### config.mk
export PLATFORM = sky130hd
export DESIGN_NAME = memory_stage
export DESIGN_NICKNAME = d
export VERILOG_FILES = /design/src/rtl/memory_stage.sv
export SDC_FILE = /design/constraint.sdc
export NUM_CORES = 1
export LEC_CHECK = 0
export CELL_PAD_IN_SITES_DETAIL_PLACEMENT = 1
export CELL_PAD_IN_SITES_GLOBAL_PLACEMENT = 2
export CORE_UTILIZATION = 31
export CTS_BUF_LIST = sky130_fd_sc_hd__clkbuf_16
export CTS_CLUSTER_DIAMETER = 50
export DETAILED_ROUTE_END_ITERATION = 16
export PLACE_DENSITY = 0.83
export REMOVE_ABC_BUFFERS = 1
export SYNTH_ARGS = -nofsm -noshare
export SYNTH_HDL_FRONTEND = slang
export SYNTH_SLANG_ARGS = --single-unit
### constraint.sdc
create_clock -name clk -period 2.3 [get_ports clk]
set_input_delay 0.345 -clock clk [delete_from_list [all_inputs] [get_ports clk]]
set_output_delay 0.345 -clock clk [all_outputs]
set_load 0.05 [all_outputs]
### src/rtl/memory_stage.sv
// ---------------------------------------------------------------------------
// memory_stage
//
// Memory stage of the pipeline. It holds the EX/MEM pipeline register and
// runs a small IDLE/ACCESS controller that drives a request/acknowledge
// memory port. It also feeds the MEM/WB pipeline register. While an access
// waits for mem_ack, upstream stages are frozen through 'stall' and bubbles
// are pushed into MEM/WB. An access that never gets acknowledged is
// abandoned after TIMEOUT+1 cycles. In that case the load data reads as zero
// and the sticky mem_err flag is raised.
//
// Ports
//   clk, reset           rising-edge clock, asynchronous active-low reset
//   IRegWrite..IRd       operation fields coming from the Execute stage
//   mem_req/we/addr/
//   wdata/rdata/ack      memory request/acknowledge port
//   stall                freeze request towards upstream stages
//   ALUResultMEM         EX/MEM ALU result, used for forwarding
//   ORegWrite..ORd       MEM/WB register outputs
//   loadDataWB           MEM/WB load data
//   mem_err              sticky access-timeout flag
// ---------------------------------------------------------------------------
module memory_stage #(
    parameter int unsigned TIMEOUT = 15
) (
    input  logic        clk,
    input  logic        reset,
    input  logic        IRegWrite,
    input  logic        IRegStore,
    input  logic        IMemWrite,
    input  logic        IMemRead,
    input  logic [15:0] IPCP2,
    input  logic [15:0] IALUResult,
    input  logic [15:0] I3rdArg,
    input  logic [15:0] IRd,
    output logic        mem_req,
    output logic        mem_we,
    output logic [15:0] mem_addr,
    output logic [15:0] mem_wdata,
    input  logic [15:0] mem_rdata,
    input  logic        mem_ack,
    output logic        stall,
    output logic [15:0] ALUResultMEM,
    output logic        ORegWrite,
    output logic        ORegStore,
    output logic        OMemRead,
    output logic [15:0] OPCP2,
    output logic [15:0] OALUResult,
    output logic [15:0] loadDataWB,
    output logic [15:0] ORd,
    output logic        mem_err
);

    typedef enum logic {
        IDLE   = 1'b0,
        ACCESS = 1'b1
    } fsmState;

    localparam logic [3:0] TIMEOUT_COUNT = 4'(TIMEOUT);

    fsmState     state;
    logic [3:0]  waitCount;

    logic        exRegWrite;
    logic        exRegStore;
    logic        exMemWrite;
    logic        exMemRead;
    logic [15:0] exPCP2;
    logic [15:0] exAluResult;
    logic [15:0] exThirdArg;
    logic [15:0] exRd;

    logic        accessing;
    logic        timeoutHit;
    logic        advance;
    logic        loadAcked;

    // The timeout fires only on a cycle with no acknowledge, so a late ack
    // on the last allowed cycle still completes as a normal access.
    assign accessing  = (state == ACCESS);
    assign timeoutHit = accessing && (waitCount == TIMEOUT_COUNT) && !mem_ack;
    assign stall      = accessing && !mem_ack && !timeoutHit;
    assign advance    = !stall;
    assign loadAcked  = accessing && mem_ack && exMemRead;

    // Memory port is a pure decode of the registered state. Address and write
    // data are parked at zero while idle.
    assign mem_req      = accessing;
    assign mem_we       = accessing && exMemWrite;
    assign mem_addr     = accessing ? exAluResult : 16'h0000;
    assign mem_wdata    = accessing ? exThirdArg  : 16'h0000;
    assign ALUResultMEM = exAluResult;

    // Access controller. Whenever the stage advances, the incoming operation
    // decides whether the next cycle is an access. This lets back-to-back
    // memory ops issue without an idle cycle. The wait counter restarts on
    // every advance and counts only the cycles spent waiting for mem_ack.
    always_ff @(posedge clk or negedge reset) begin
        if (!reset) begin
            state     <= IDLE;
            waitCount <= 4'd0;
            mem_err   <= 1'b0;
        end else if (advance) begin
            state     <= (IMemRead || IMemWrite) ? ACCESS : IDLE;
            waitCount <= 4'd0;
            if (timeoutHit) begin
                mem_err <= 1'b1;
            end
        end else begin
            waitCount <= waitCount + 4'd1;
        end
    end

    // EX/MEM register: frozen while the stage is stalled on memory.
    always_ff @(posedge clk or negedge reset) begin
        if (!reset) begin
            exRegWrite  <= 1'b0;
            exRegStore  <= 1'b0;
            exMemWrite  <= 1'b0;
            exMemRead   <= 1'b0;
            exPCP2      <= 16'h0000;
            exAluResult <= 16'h0000;
            exThirdArg  <= 16'h0000;
            exRd        <= 16'h0000;
        end else if (advance) begin
            exRegWrite  <= IRegWrite;
            exRegStore  <= IRegStore;
            exMemWrite  <= IMemWrite;
            exMemRead   <= IMemRead;
            exPCP2      <= IPCP2;
            exAluResult <= IALUResult;
            exThirdArg  <= I3rdArg;
            exRd        <= IRd;
        end
    end

    // MEM/WB register. A stalled cycle inserts a bubble by clearing only the
    // control flags; the data fields keep their last values. Load data is
    // captured only on a completing access: read data for an acknowledged
    // load, or zero when the access times out.
    always_ff @(posedge clk or negedge reset) begin
        if (!reset) begin
            ORegWrite  <= 1'b0;
            ORegStore  <= 1'b0;
            OMemRead   <= 1'b0;
            OPCP2      <= 16'h0000;
            OALUResult <= 16'h0000;
            ORd        <= 16'h0000;
            loadDataWB <= 16'h0000;
        end else begin
            if (stall) begin
                ORegWrite <= 1'b0;
                ORegStore <= 1'b0;
                OMemRead  <= 1'b0;
            end else begin
                ORegWrite  <= exRegWrite;
                ORegStore  <= exRegStore;
                OMemRead   <= exMemRead;
                OPCP2      <= exPCP2;
                OALUResult <= exAluResult;
                ORd        <= exRd;
            end
            if (loadAcked) begin
                loadDataWB <= mem_rdata;
            end else if (timeoutHit) begin
                loadDataWB <= 16'h0000;
            end
        end
    end

endmodule

==> flow_summary.toml <==
[global_route]
grt_use_total_pct = 15.9
grt_overflow_total = 0
antenna_found_initial = 1
grt_pass1_vias = 4243
grt_max_degree = 55
grt_pass1_wl_um = 24100

[setup_path]
start_kind = "register"
rr_worst_depth = 6
crit_chain = "ha_1 -> and3_4 -> nor2_8 -> buf_12 -> buf_12"
critPathKind = "register to output port"
arrival_ns = 1.86
crit_path_start = "waitCount[0]"
rr_endpoint = "OPCP2[15]"
cp_max_fo = 25
crit_slowest_cell = "dfrtp_1"
r2r_slack_ns = 0.35
end_kind = "output port"
crit-reg2reg-launch = "waitCount[0]"
critPathRequiredTime_ns = 1.96
cpMostUsedCell = "buf_12"
cpPeakStageDelay_ns = 0.41

[timing]
rsz0062_at_grt = "false"
max_freq_mhz = 453
timing.final.max_slew_violations = 0
post-route-period-util_pct = 96.0
tightest_slew_ns = 0.696
hold_viol_final = 0
timing.final.crit_period_ns = 2.21
max-slew-margin-rel_pct = 53.6
setup_viol = 0
fin_worst_skew_ns = 0.0116
worst_hold_slack_ns = 0.455

[clock_tree]
cts-root-buf = "clkbuf_16"
numCtsBuffers = 17
clockBufferDepth = 2
clkSinkCount = 141
insertion_delay_ns = 0.42
clk_transition_reported_paths_ns = 0.06
cts_tree = "built"
cts_max_level = 4
postCtsSetupRepairBufs = 0

[placed_design]
hpwl_um = 10600
gp_congestion = 0.714
io_buffers = 205

[drt]
drcViolationCount = 0
drt_pass1_iterations = 4
routed_wl_um = 15000
vias = 3775
route.antenna.remaining_nets = 0
route.detailed.wl_per_inst_um = 18.2
drtIter0Drc = 90
viasPerCell = 4.58

[outcome]
outcome = "complete, no violations"

[die]
design.die.area_sq_mm = 0.0198
io_pins = 206
rows = 50
die_y_um = 141
core_area_sq_mm = 0.0188
die_w_um = 141
start_util_pct = 31.8

[logic_synthesis]
synthArstFlopShare_pct = 100
synth_edf_count = 0
synth.avg_cell_area_sq_um = 16.4
yosysWarnings = 0
synth.distinct_cells = 26
syn_inst = 364
synth_area_sq_mm = 0.00596
synth_seq_cells = 141
yosysSeqAreaShare_pct = 59.2
synth_top_flop_cell = "dfrtp_1"

[cells_and_area]
drive_above_1_share_pct = 32.9
layout_commonest_cell = "clkdlybuf4s50_1"
antenna_cells = 0
n_fill_cell = 1849
area_growth_pct = 53.9
final_core_util_pct = 48.9
final_cell_mix = "169 x clkdlybuf4s50_1, 141 x dfrtp_1, 74 x mux2_4"
nets = 666

[pwr]
power.leakage_uw = 0.00403
power_density_mw_per_mm2 = 924
peakVddDrop_mv = 0.486

[hold_path]
hold_path.class = "input port to async pin"

[run]
cap_viol_max_count = 0
[sequential cells by signal, indices dropped and copies added (netlist names), 16 cells and up]
| signal | cells |
|---|---|
| ALUResultMEM | 16 |
| OALUResult | 16 |
| OPCP2 | 16 |
| ORd | 16 |
| exPCP2 | 16 |
| exRd | 16 |
| exThirdArg | 16 |
| loadDataWB | 16 |
[cells by family (layout without fill, tap and decap cells)]
kind of cell	Yosys count	count (layout)	synth area share (%)
AO/OA/AOI/OAI	34	34	4.91
adder cells (fa/ha/maj)	1	1	0.210
multiplexers	116	116	26.6
flip-flops	141	141	59.2
XOR/XNOR	2	2	0.294
AND/OR/NAND/NOR	47	47	5.21
buffers and inverters	23	249	3.59
[report_power, final]
part / total [uW] / internal (uW) / switching, uW
clock network: 2610 / 1570 / 1040
logic: 2820 / 1250 / 1570
registers: 3040 / 2820 / 229
[timing repair]
action,in CTS,in global routing
gates resized for setup,0,1
hold buffers,1,0
endpoints found under the setup margin,0,16
hold endpoints to repair,52,0
[worst max-delay path, delay by kind of cell (launching register included)]
| kind | cells | cell delay, ns |
|---|---|---|
| flip-flops | 1 | 0.41 |
| AND/OR/NAND/NOR | 2 | 0.37 |
| buffers and inverters | 2 | 0.38 |
| adder cells (fa/ha/maj) | 1 | 0.25 |
[synth_stat cells, types with 2 or more instances]
cell type  instances  area, sq um
nor3_1             2         10.0
mux2_2            42          473
a22o_1            32          280
and2_1            35          219
nor2b_1            2         12.5
mux2_4            74         1110
nor2_1             2         7.51
clkbuf_1           5         18.8
dfrtp_1          141         3530
nand3_1            2         10.0
buf_8              7          105
buf_4              6         45.0
[layout make-up]
type | instances | area, sq um | share of cell area, %
clock buffer | 17 | 425 | 4.64
sequential | 141 | 3530 | 38.5
multi-input combinational | 200 | 2220 | 24.2
tap | 234 | 293 | 3.19
timing repair buffer | 217 | 2570 | 28.0
inverter | 1 | 3.75 | 0.0409
clock inverter | 14 | 130 | 1.42
[layer usage]
metal  wire length, um  vias up  GRT usage, %  share of wire (%)
met2              7730      121          26.6                 52
met4               152        0          4.98                1.0
met1              6120     1928          19.3                 41
li1                  -     1713             -                  -
met3               982       13          5.47                6.6
met5                 0        -             0                  0
[worst max-delay path by stage]
| stage | slack [ns] | end |
|---|---|---|
| finish | 0.09 | stall |
| global route | 0.01 | stall |
| CTS | 0.07 | stall |
| detailed placement | -0.03 | loadDataWB[4] |
| global placement | 0.16 | loadDataWB[12] |
| floorplan | -0.94 | ALUResultMEM[10] |
[per-stage QoR]
step / cell area [sq um] / TNS (ns) / cells / setup slack, ns / power (uW)
6_report: 9170 / 0 / 824 / 0.0927 / 8480
5_1_grt: 9170 / 0 / 824 / 0.0112 / 8800
4_1_cts: 9170 / 0 / 824 / 0.0702 / 8600
3_5_place_dp: 8600 / -0.121 / 792 / -0.0265 / 5930
3_3_place_gp: 8600 / 0 / 792 / 0.159 / 5850
2_1_floorplan: 5750 / -106.40 / 342 / -0.939 / 4720
No activity file was read; power rests on OpenSTA's default activity.
